`config.mk`:
```
export PLATFORM = sky130hd
export DESIGN_NAME = reg_bank_p
export DESIGN_NICKNAME = d
export VERILOG_FILES = /design/src/rtl/reg_bank_p_pkg.sv /design/src/rtl/reg_bank_p_decode.sv /design/src/rtl/reg_bank_p.sv
export SDC_FILE = /design/constraint.sdc
export NUM_CORES = 1
export LEC_CHECK = 0
export CELL_PAD_IN_SITES_DETAIL_PLACEMENT = 1
export CELL_PAD_IN_SITES_GLOBAL_PLACEMENT = 1
export CORE_AREA = 2 2 106 108
export CTS_BUF_LIST = sky130_fd_sc_hd__clkbuf_4 sky130_fd_sc_hd__clkbuf_8
export DETAILED_ROUTE_END_ITERATION = 10
export DIE_AREA = 0 0 108 110
export HOLD_SLACK_MARGIN = 0.08
export PLACE_DENSITY_LB_ADDON = 0.2
export SLEW_MARGIN = 10
export SYNTH_ARGS = -nofsm -noshare
export SYNTH_HDL_FRONTEND = slang
export SYNTH_SLANG_ARGS = --single-unit
```
`constraint.sdc`:
```
create_clock -name clk -period 2.4 [get_ports clk]
set_input_delay 0.36 -clock clk [delete_from_list [all_inputs] [get_ports clk]]
set_output_delay 0.36 -clock clk [all_outputs]
set_load 0.1 [all_outputs]
```
`src/rtl/reg_bank_p_pkg.sv`:
```
// Shared address map and register bit positions for the reg_bank_p register bank.
package reg_bank_p_pkg;

    localparam int ADDR_STATUS = 0;
    localparam int ADDR_CTRL   = 1;
    localparam int ADDR_DATA0  = 2;

    localparam int ST_W        = 4;
    localparam int ST_WR_SEEN  = 0;
    localparam int ST_RD_SEEN  = 1;
    localparam int ST_DEC_ERR  = 2;
    localparam int ST_LOCK_ERR = 3;

    localparam int CTRL_LOCK   = 7;

endpackage

```
`src/rtl/reg_bank_p_decode.sv`:
```
// Full-width address decode into one-hot register selects plus an unmapped flag.
module reg_bank_p_decode
    import reg_bank_p_pkg::*;
#(
    parameter int ADDR_W   = 32,
    parameter int NUM_DATA = 4
)(
    input  logic [ADDR_W-1:0]   addr,
    output logic                sel_status,
    output logic                sel_ctrl,
    output logic [NUM_DATA-1:0] sel_data,
    output logic                unmapped
);

    // Every compare spans all ADDR_W bits so high addresses never alias low registers.
    assign sel_status = (addr == ADDR_W'(ADDR_STATUS));
    assign sel_ctrl   = (addr == ADDR_W'(ADDR_CTRL));

    for (genvar i = 0; i < NUM_DATA; i++) begin : g_data
        assign sel_data[i] = (addr == ADDR_W'(ADDR_DATA0 + i));
    end

    assign unmapped = ~(sel_status | sel_ctrl | (|sel_data));

endmodule

```
`src/rtl/reg_bank_p.sv`:
```
// Register bank: sticky W1C STATUS, CTRL with irq mask and DATA lock, NUM_DATA data registers.
module reg_bank_p
    import reg_bank_p_pkg::*;
#(
    parameter int DATA_W   = 8,
    parameter int ADDR_W   = 32,
    parameter int NUM_DATA = 4
)(
    input  logic              clk,
    input  logic              rst,
    input  logic              enable,
    input  logic              direction,
    input  logic [ADDR_W-1:0] addr,
    input  logic [DATA_W-1:0] wdata,
    output logic [DATA_W-1:0] rdata,
    output logic              rvalid,
    output logic              err,
    output logic              irq
);

    logic                             sel_status, sel_ctrl, unmapped;
    logic [NUM_DATA-1:0]              sel_data;
    logic [ST_W-1:0]                  status_q, status_set, status_clr, status_d;
    logic [DATA_W-1:0]                ctrl_q;
    logic [NUM_DATA-1:0][DATA_W-1:0]  data_q;
    logic [DATA_W-1:0]                rd_mux;
    logic                             wr, rd, locked, dec_err_ev, lock_err_ev;

    reg_bank_p_decode #(
        .ADDR_W   (ADDR_W),
        .NUM_DATA (NUM_DATA)
    ) u_decode (
        .addr       (addr),
        .sel_status (sel_status),
        .sel_ctrl   (sel_ctrl),
        .sel_data   (sel_data),
        .unmapped   (unmapped)
    );

    assign wr          = enable & direction;
    assign rd          = enable & ~direction;
    assign locked      = ctrl_q[CTRL_LOCK];
    assign dec_err_ev  = enable & unmapped;
    assign lock_err_ev = wr & locked & (|sel_data);

    // Set terms are OR'd after the clear so a same-cycle event wins over W1C.
    always_comb begin
        status_set              = '0;
        status_set[ST_WR_SEEN]  = wr;
        status_set[ST_RD_SEEN]  = rd;
        status_set[ST_DEC_ERR]  = dec_err_ev;
        status_set[ST_LOCK_ERR] = lock_err_ev;
        status_clr              = (wr & sel_status) ? wdata[ST_W-1:0] : '0;
        status_d                = (status_q & ~status_clr) | status_set;
    end

    // Unmapped reads fall through to zero; STATUS reads see the pre-update value.
    always_comb begin
        rd_mux = '0;
        if (sel_status)
            rd_mux = DATA_W'(status_q);
        else if (sel_ctrl)
            rd_mux = ctrl_q;
        for (int i = 0; i < NUM_DATA; i++)
            if (sel_data[i])
                rd_mux = data_q[i];
    end

    always_ff @(posedge clk) begin
        if (rst) begin
            status_q <= '0;
            ctrl_q   <= '0;
            data_q   <= '0;
            rdata    <= '0;
            rvalid   <= 1'b0;
            err      <= 1'b0;
        end else begin
            status_q <= status_d;
            rvalid   <= rd;
            err      <= dec_err_ev | lock_err_ev;
            if (rd)
                rdata <= rd_mux;
            if (wr & sel_ctrl)
                ctrl_q <= wdata;
            for (int i = 0; i < NUM_DATA; i++)
                if (wr & sel_data[i] & ~locked)
                    data_q[i] <= wdata;
        end
    end

    assign irq = |(status_q & ctrl_q[ST_W-1:0]);

endmodule

```
==> metrics, run 1 <==
chip width=between 100 and 150 um; post-synth cell types=39; WP data arrival=2170 ps; period utilization=82.4%; diodes inserted=0; RSZ-0062 raised after global routing=false; post-synthesis sequential area ratio=41.5%; vias in the first global route=roughly 2300; total core area=0.0107 sq mm; CTS sink cnt=between 50 and 60; DIE AREA=0.0119 sq mm; top_reg_cell synth=dfxtp_1; FFs w/ async S/R, synth=0%; Layout Utilization=between 30% and 40%; post-synthesis register bit count=54; Yosys top cell by area=dfxtp_1; synth top area cells=dfxtp_1 (41%), mux2i_1 (20%), nand2_1 (11%); outcome=complete, no violations; FILL cells=1259; met1 WL=3.64 mm; met3 wire length=182 um; Slew Viols, Final=0; final hold vios=0; Slew @ Worst Pin=578 ps; hpwl dp=5.55 mm; IO buf count=54; Bufs on Longest Clock Path=2; io pins=55; Final Setup Violations=0; max_cap viols=0; setup_tns=0 ps; Net count, final=377; clock latency on the worst-skew pair=320 ps; area of the multi-input gates=0.00142 sq mm; setup bufs post-CTS=0; CTS resizes=0; pre-CTS setup slack=36.4 ps; DIE HEIGHT=110 um; max layer used=met4; CTS buffer count=5; fin worst setup slack=423 ps; Post-synth EDFFs=0; Worst Skew=10.4 ps; synthesized cell area=between 0.002 and 0.003 sq mm; initial core utilization=~24%; Residual DRC=0; pin count of the biggest net entering global routing=between 50 and 60; first-pass GRT wire length=12.2 mm; Wirelength per Cell=15.8 um; VDD IR-drop max=0.230 mV; clk slew on worst S/H paths=100 ps; Leak=1.43 nW; drt via density=around 4.5; hold_buf cts=0; Cells after Synth=277; area share of the largest cell type after synthesis=41.5%; Reg area=between 0.001 and 0.0015 sq mm; f_max=between 500 and 600 MHz; 1st-pass router iterations=4; syn avg cell area=9.40 sq um; cell with the most instances after synthesis=nand2_1; final wirelength=between 7 and 8 mm; Net Count, Synth=around 320; Total Power=0.00165 W; Pwr per Cell Area=486 mW/mm^2; fraction of layout cells with a size suffix above 1=15.0%; FP Rows=38; Initial DRC Count=46; synth-to-layout area growth=30.6%; Routed Antenna Nets=0; RePlAce Congestion=~0.77; GR Util All Layers=13.4%; critical path type=in2reg; Worst Path Required=roughly 2600 ps; H-tree levels=2; initial antenna violation count=0; worst hold-check path type=reg2reg; crit path capture type=register; crit-path max FO=8; via count=2137; YS warnings=0; WL met2=3.60 mm; total gr overflow=0; CTS tree=done; top cells by count, synth=nand2_1 (73), dfxtp_1 (54), mux2i_1 (52); clock root buffer=clkbuf_8; post-layout min period=1980 ps; startpoint types=primary input; Slew HR=61.5%
-- critical path, cell delays in order --
cell,delay (ps)
clkdlybuf4s50_1,400
nor4_1,400
and4_1,290
buf_4,170
nand3_2,320
mux2i_1,210
-- state kept, by name, summed over array words and instances, names as in the netlist --
| signal | count |
|---|---|
| data_q | 32 |
| ctrl_q | 8 |
| status_q | 4 |
| err | 1 |
| rvalid | 1 |
| rdata | 8 |
-- routing by layer --
layer  GRT usage [%]  vias up
li1                -     1091
met1            17.1     1022
met2            23.5       18
met3            2.59        6
met4            3.39        0
met5               0        -
-- final cells by class --
class | instances | area share [%]
Multi-Input combinational cell | 204 | 41.8
Sequential cell | 54 | 31.8
Timing Repair Buffer | 66 | 18.5
Tap cell | 140 | 5.15
Clock buffer | 6 | 2.24
Clock inverter | 2 | 0.404
Inverter | 2 | 0.221
-- final timing paths --
| path | end | depth (start not counted) | slack [ps] | start |
|---|---|---|---|---|
| min reg2reg | rdata[7] | 2 | 460 | rdata[7] |
| max reg2reg | data_q[17] | 3 | 920 | ctrl_q[7] |
| max | data_q[17] | 6 | 420 | addr[24] |
| min | rdata[7] | 2 | 460 | rdata[7] |
-- cells by family (layout without fill, tap and decap cells) --
kind of cell / after synthesis / count (layout) / synth area share [%]
compound gates: 37 / 37 / 10.0
xor+xnor: 1 / 1 / 0.336
buf+inv: 19 / 76 / 3.94
flops: 54 / 54 / 41.5
mux: 53 / 53 / 20.8
simple gates: 113 / 113 / 23.3
-- through the flow --
| step | area [sq um] | instances | hold WS (ps) |
|---|---|---|---|
| after floorplan | 2610 | 277 | 432 |
| after global placement | 3310 | 466 | 440 |
| after detailed placement | 3310 | 466 | 445 |
| after CTS | 3400 | 474 | 466 |
| after global routing | 3400 | 474 | 486 |
| final | 3400 | 474 | 464 |
-- placed cells by master (no fill, tap or decap), types with 3 or more instances in the layout --
cell | synthesis | final
o21ai_0 | 13 | 13
o21ai_2 | 8 | 8
mux2i_1 | 52 | 52
nor4_4 | 3 | 3
buf_4 | 2 | 21
nand2_1 | 73 | 73
clkdlybuf4s50_1 | 0 | 43
clkbuf_8 | 0 | 5
and4_1 | 3 | 3
o221ai_1 | 4 | 4
nand2b_1 | 3 | 3
nor4_1 | 3 | 3
dfxtp_1 | 54 | 54
o211ai_1 | 3 | 3
nor2_1 | 8 | 8
nand3_2 | 4 | 4
a2bb2oi_1 | 3 | 3
-- power by group --
group	leakage [nW]	internal [W]	switching (W)
logic	0.948	0.000106	0.000107
registers	0.436	0.000901	0.00000506
clock network	0.0486	0.000218	0.000316
Power figures use the tool's default switching activity.
==> inputs of run 2 (changes only) <==
Clock period 2.4 ns to 2.01 ns, I/O delays scaled along.
==> run 2 against run 1 <==
  * Power is 19% higher
  * Critical path type unchanged
  * Critical endpoint is now rdata[6]
  * Clock skew down 4.4 ps
  * Sequential share of layout area decreased by 1.4 points
  * Clock-buffer cell count fell by 1
==> metrics, run 2 (same netlist as run 1, synthesis figures left out) <==
chip width=108 um (unchanged); Leak=1.52 nW (+6.1%); Wirelength per Cell=15.3 um (-3.3%); post-layout min period=1810 ps; Non-Filler Instances=489 (+3.2%); Slew HR=74.7% (+13 points); most frequent cells in the layout=nand2_1 (73), dfxtp_1 (54), mux2i_1 (52); outcome=complete, no violations; met1 WL=3.62 mm (-0.52%); FP Rows=38 (unchanged); fin worst setup slack=203 ps (-221 ps); GR Util All Layers=13.4% (-0.054 points); Top Registers=data_q x32, ctrl_q x8, rdata x8; pre-CTS setup slack=-185 ps (-222 ps); Bufs on Longest Clock Path=2 (unchanged); Worst Skew=6.00 ps (-4.37 ps); setup_tns=0 ps (unchanged); Net count, final=393 (+4.2%); clock latency on the worst-skew pair=310 ps (about the same); DIE AREA=0.0119 sq mm (unchanged); io pins=55 (unchanged); diodes inserted=0 (unchanged); initial antenna violation count=0 (unchanged); RePlAce Congestion=0.776 (+0.75%); WL met2=3.61 mm (+0.44%); clock root buffer=clkbuf_8; Slew Viols, Final=0 (unchanged); f_max=553 MHz; CTS buffer count=5 (unchanged); via count=2216 (+3.7%); fraction of layout cells with a size suffix above 1=18.9% (+3.9 points); worst hold-check path type=reg2reg; commonest non-fill, non-tap cell in the layout=nand2_1; CTS tree=done; max reg flops=32 (unchanged); Final Setup Violations=0 (unchanged); first-pass GRT wire length=12.3 mm (+1.5%); Initial DRC Count=66 (+43%); total gr overflow=0 (unchanged); vias in the first global route=2467 (+6.8%); crit path capture type=register; CTS sink cnt=54 (unchanged); crit-path max FO=8 (unchanged); Largest Register=data_q; RSZ-0062 raised after global routing=false; Pwr per Cell Area=553 mW/mm^2 (+14%); Routed Antenna Nets=0 (unchanged); startpoint types=primary input; final hold vios=0 (unchanged); final wirelength=7.48 mm (-0.21%); H-tree levels=2 (unchanged); DIE HEIGHT=110 um (unchanged); Residual DRC=0 (unchanged); max_cap viols=0 (unchanged); synth-to-layout area growth=36.6%; met3 wire length=174 um (-4.4%); total core area=0.0107 sq mm (unchanged); pin count of the biggest net entering global routing=52 (unchanged); setup bufs post-CTS=0 (unchanged); CTS resizes=0 (unchanged); Placed Cells incl. Taps=482 (+3.4%); VDD IR-drop max=0.373 mV (+62%); drt via density=4.53 (+0.52%); Slew @ Worst Pin=378 ps (-200 ps); hold_buf cts=0 (unchanged); period utilization=about nine tenths; clk slew on worst S/H paths=100 ps (about the same); WP data arrival=2050 ps (-120 ps); initial core utilization=24.4% (unchanged); max layer used=met4; IO buf count=54 (unchanged); 1st-pass router iterations=4 (unchanged); hpwl dp=5.69 mm (+2.5%); critical path type=in2reg; Worst Path Required=2250 ps (-340 ps)
==> run 2: cell types whose count changed in the layout (fill, tap and decap cells not counted), sizes merged <==
cell	delta
clkbuf	-1
buf	+16
inv	+1
clkinv	-1
==> run 2: final timing paths <==
path,cells past startpoint,slack (ps),to,startpoint
worst min-delay path,2,460,ctrl_q[5],ctrl_q[5]
worst min register to register,2,460,ctrl_q[5],ctrl_q[5]
worst max-delay path,7,200,rdata[6],addr[4]
worst max register to register,4,620,data_q[21],ctrl_q[7]
==> run 2: per-layer routing <==
metal	vias up	track usage [%]
met1	1062	17.3
met5	-	0
met4	0	2.75
met2	24	23.5
li1	1124	-
met3	6	2.47
==> run 2: worst max-delay path, cell delays in order <==
cell and delay [ps]:
clkdlybuf4s50_1 440, nor4_4 310, nand4_2 140, buf_4 170
or3b_1 360, buf_4 190, o21ai_2 130
==> run 2: final cells by class <==
type | instances | area (sq um)
Inverter | 2 | 7.51
Multi-Input combinational cell | 204 | 1430
Tap cell | 140 | 175
Timing Repair Buffer | 82 | 786
Fill cell | 1254 | 7140
Clock buffer | 5 | 68.8
Clock inverter | 2 | 13.8
Sequential cell | 54 | 1080
==> run 2: power breakdown <==
part           switching (W)  internal, W
clock               0.000383     0.000243
combinational       0.000130     0.000131
sequential        0.00000618      0.00108
==> run 2: stage by stage <==
stage / utilization (%) / hold slack [ps] / total power [W] / instance area [sq um]
detailed placement: 32.4 / 449 / 0.00137 / 3470
global route: 33.3 / 490 / 0.00205 / 3560
global placement: 32.4 / 439 / 0.00137 / 3470
finish: 33.3 / 463 / 0.00197 / 3560
CTS: 33.2 / 467 / 0.00199 / 3550
floorplan: - / 374 / 0.00121 / 2610
==> inputs of run 3 (changes only) <==
Settings changed: CELL_PAD_IN_SITES_DETAIL_PLACEMENT 1 to unset, CELL_PAD_IN_SITES_GLOBAL_PLACEMENT 1 to unset.
Clock period 2.01 ns to 2.35 ns, I/O delays scaled along.
==> run 3 against run 2 <==
  * Wire length fell by 11%
  * Clock power rose by 1%
  * Final cell count is 2.7% lower
  * Critical path depth fell by 1
  * Flip-flop and latch count did not move
  * Worst setup slack improved by 220 ps
  * Power down 10%
  * Non-clock buffer count down 14
  * Hold slack got worse by 1.6 ps
  * Final area decreased by 3.3%
  * Sequential share of layout area increased by 1.0 points
  * Largest cell class unchanged
  * Largest power group unchanged
==> metrics, run 3 (same netlist as run 1, synthesis figures left out) <==
CTS resizes=0 (unchanged); final wirelength=6.69 mm (-11%); Bufs on Longest Clock Path=2 (unchanged); WP data arrival=2110 ps (+60 ps); Pint=0.00136 W (-6.4%); chip width=108 um (unchanged); f_max=approximately 520 MHz; initial core utilization=24.4% (unchanged); post-layout min period=1930 ps; Placed Cells incl. Taps=468 (-2.9%); RSZ-0062 raised after global routing=false; Non-Filler Instances=476 (-2.7%); Net count, final=379 (-3.6%); clock power share=35.8% (+4.0 points); Switch Pwr=0.000414 W (-20%); crit-path max FO=9 (+1); period utilization=slightly above 80%; switching part of the total=23.4% (-3.0 points); hold depth=2 (unchanged); outcome=complete, no violations; Slew HR=61.9% (-13 points); Leak=1.44 nW (-4.9%); sequential share of power=52.3% (-2.6 points); hold_buf cts=0 (unchanged); Worst Skew=7.03 ps (+1.03 ps); Routed Antenna Nets=0 (unchanged); hpwl dp=4.98 mm (-12%); worst hold-check path type=reg2reg; slowest stage cell, crit path=clkdlybuf4s50_1; FP Rows=38 (unchanged); Worst Path Required=2530 ps (+280 ps); Top Registers=data_q x32, ctrl_q x8, rdata x8; clock latency on the worst-skew pair=300 ps (about the same); CTS buffer count=5 (unchanged); vias in the first global route=2093 (-15%); IO buf count=54 (unchanged); initial antenna violation count=0 (unchanged); io pins=55 (unchanged); most frequent cells in the layout=nand2_1 (73), dfxtp_1 (54), mux2i_1 (52); DIE AREA=0.0119 sq mm (unchanged); RePlAce Congestion=0.742 (-4.4%); critical path type=in2reg; Comb pwr share=11.9% (-1.4 points); Residual DRC=0 (unchanged); Largest Register=data_q; Worst R2R Path Depth=3 (-1); setup bufs post-CTS=0 (unchanged); Initial DRC Count=75 (+14%); H-tree levels=2 (unchanged); DIE HEIGHT=110 um (unchanged); max incr delay on CP=740 ps (+300 ps); reg2reg setup slack=940 ps (+320 ps); Slew @ Worst Pin=572 ps (+194 ps); CTS sink cnt=54 (unchanged); via count=2106 (-5.0%); commonest non-fill, non-tap cell in the layout=nand2_1; Wirelength per Cell=14.1 um (-8.1%); Final Setup Violations=0 (unchanged); crit path capture type=register; GR Util All Layers=12.0% (-1.4 points); total gr overflow=0 (unchanged); startpoint types=primary input; clock root buffer=clkbuf_8; VDD IR-drop max=0.250 mV (-33%); drt via density=4.42 (-2.4%); synth-to-layout area growth=32.1%; max_cap viols=0 (unchanged); fraction of layout cells with a size suffix above 1=15.5% (-3.4 points); setup_tns=0 ps (unchanged); Pwr per Cell Area=514 mW/mm^2 (-7.0%); Slew Viols, Final=0 (unchanged); pin count of the biggest net entering global routing=36 (-31%); first-pass GRT wire length=11.1 mm (-9.9%); diodes inserted=0 (unchanged); total core area=0.0107 sq mm (unchanged); clk slew on worst S/H paths=100 ps (about the same); CP Cell Sequence=clkdlybuf4s50_1, nand2b_1, buf_4, nor2_1, nand3_2, mux2i_1; max reg flops=32 (unchanged); 1st-pass router iterations=4 (unchanged); CTS tree=done; final hold vios=0 (unchanged)
==> run 3: changes by cell type in the layout (fill, tap and decap cells not counted), sizes merged <==
cell	change
inv	-1
clkinv	-1
clkinvlp	+1
bufinv	+1
clkbuf	+1
buf	-14
==> run 3: path summary, 6_finish.rpt <==
| check | startpoint | endpoint |
|---|---|---|
| max | addr[0] | ctrl_q[4] |
| min | ctrl_q[5] | ctrl_q[5] |
| max reg2reg | ctrl_q[7] | data_q[0] |
| min reg2reg | ctrl_q[5] | ctrl_q[5] |
==> run 3: power groups by stage <==
stage          Combinational [W]  Sequential [W]  Clock, W
2_1_floorplan          0.0000810        0.000956         0
3_3_place_gp            0.000213        0.000947         0
3_5_place_dp            0.000213        0.000946         0
4_1_cts                 0.000213        0.000925  0.000661
5_1_grt                 0.000230        0.000927  0.000686
6_report                0.000211        0.000925  0.000634
==> run 3: final cells by class <==
class	instances	area [sq um]
sequential	54	1080
clock buffer	6	76.3
multi-input combinational	204	1420
tap	140	175
timing repair buffer	68	643
clock inverter	2	37.5
fill	1148	7260
inverter	2	7.51
==> run 3: through the flow <==
stage | utilization (%) | total power, W | cell area (sq um) | hold slack [ps] | setup WS, ps
after floorplan | - | 0.00104 | 2610 | 425 | 746
after global placement | 31.1 | 0.00116 | 3330 | 439 | 72.0
after detailed placement | 31.1 | 0.00116 | 3330 | 442 | 92.4
after CTS | 32.2 | 0.00180 | 3440 | 465 | 414
after global routing | 32.2 | 0.00184 | 3440 | 481 | 229
final | 32.2 | 0.00177 | 3440 | 461 | 421
==> run 3: worst max-delay path, delay by kind of cell <==
| family | cells | cell delay [ps] |
|---|---|---|
| AND/OR/NAND/NOR | 3 | 620 |
| multiplexers | 1 | 210 |
| buffers and inverters | 2 | 920 |
==> run 3: routing by layer <==
layer,routed length [um],global-route usage [%],up-vias
li1,-,-,1093
met1,3270,16.5,980
met2,3140,19.9,31
met3,250,2.35,2
met4,32,1.92,0
met5,0,0,-
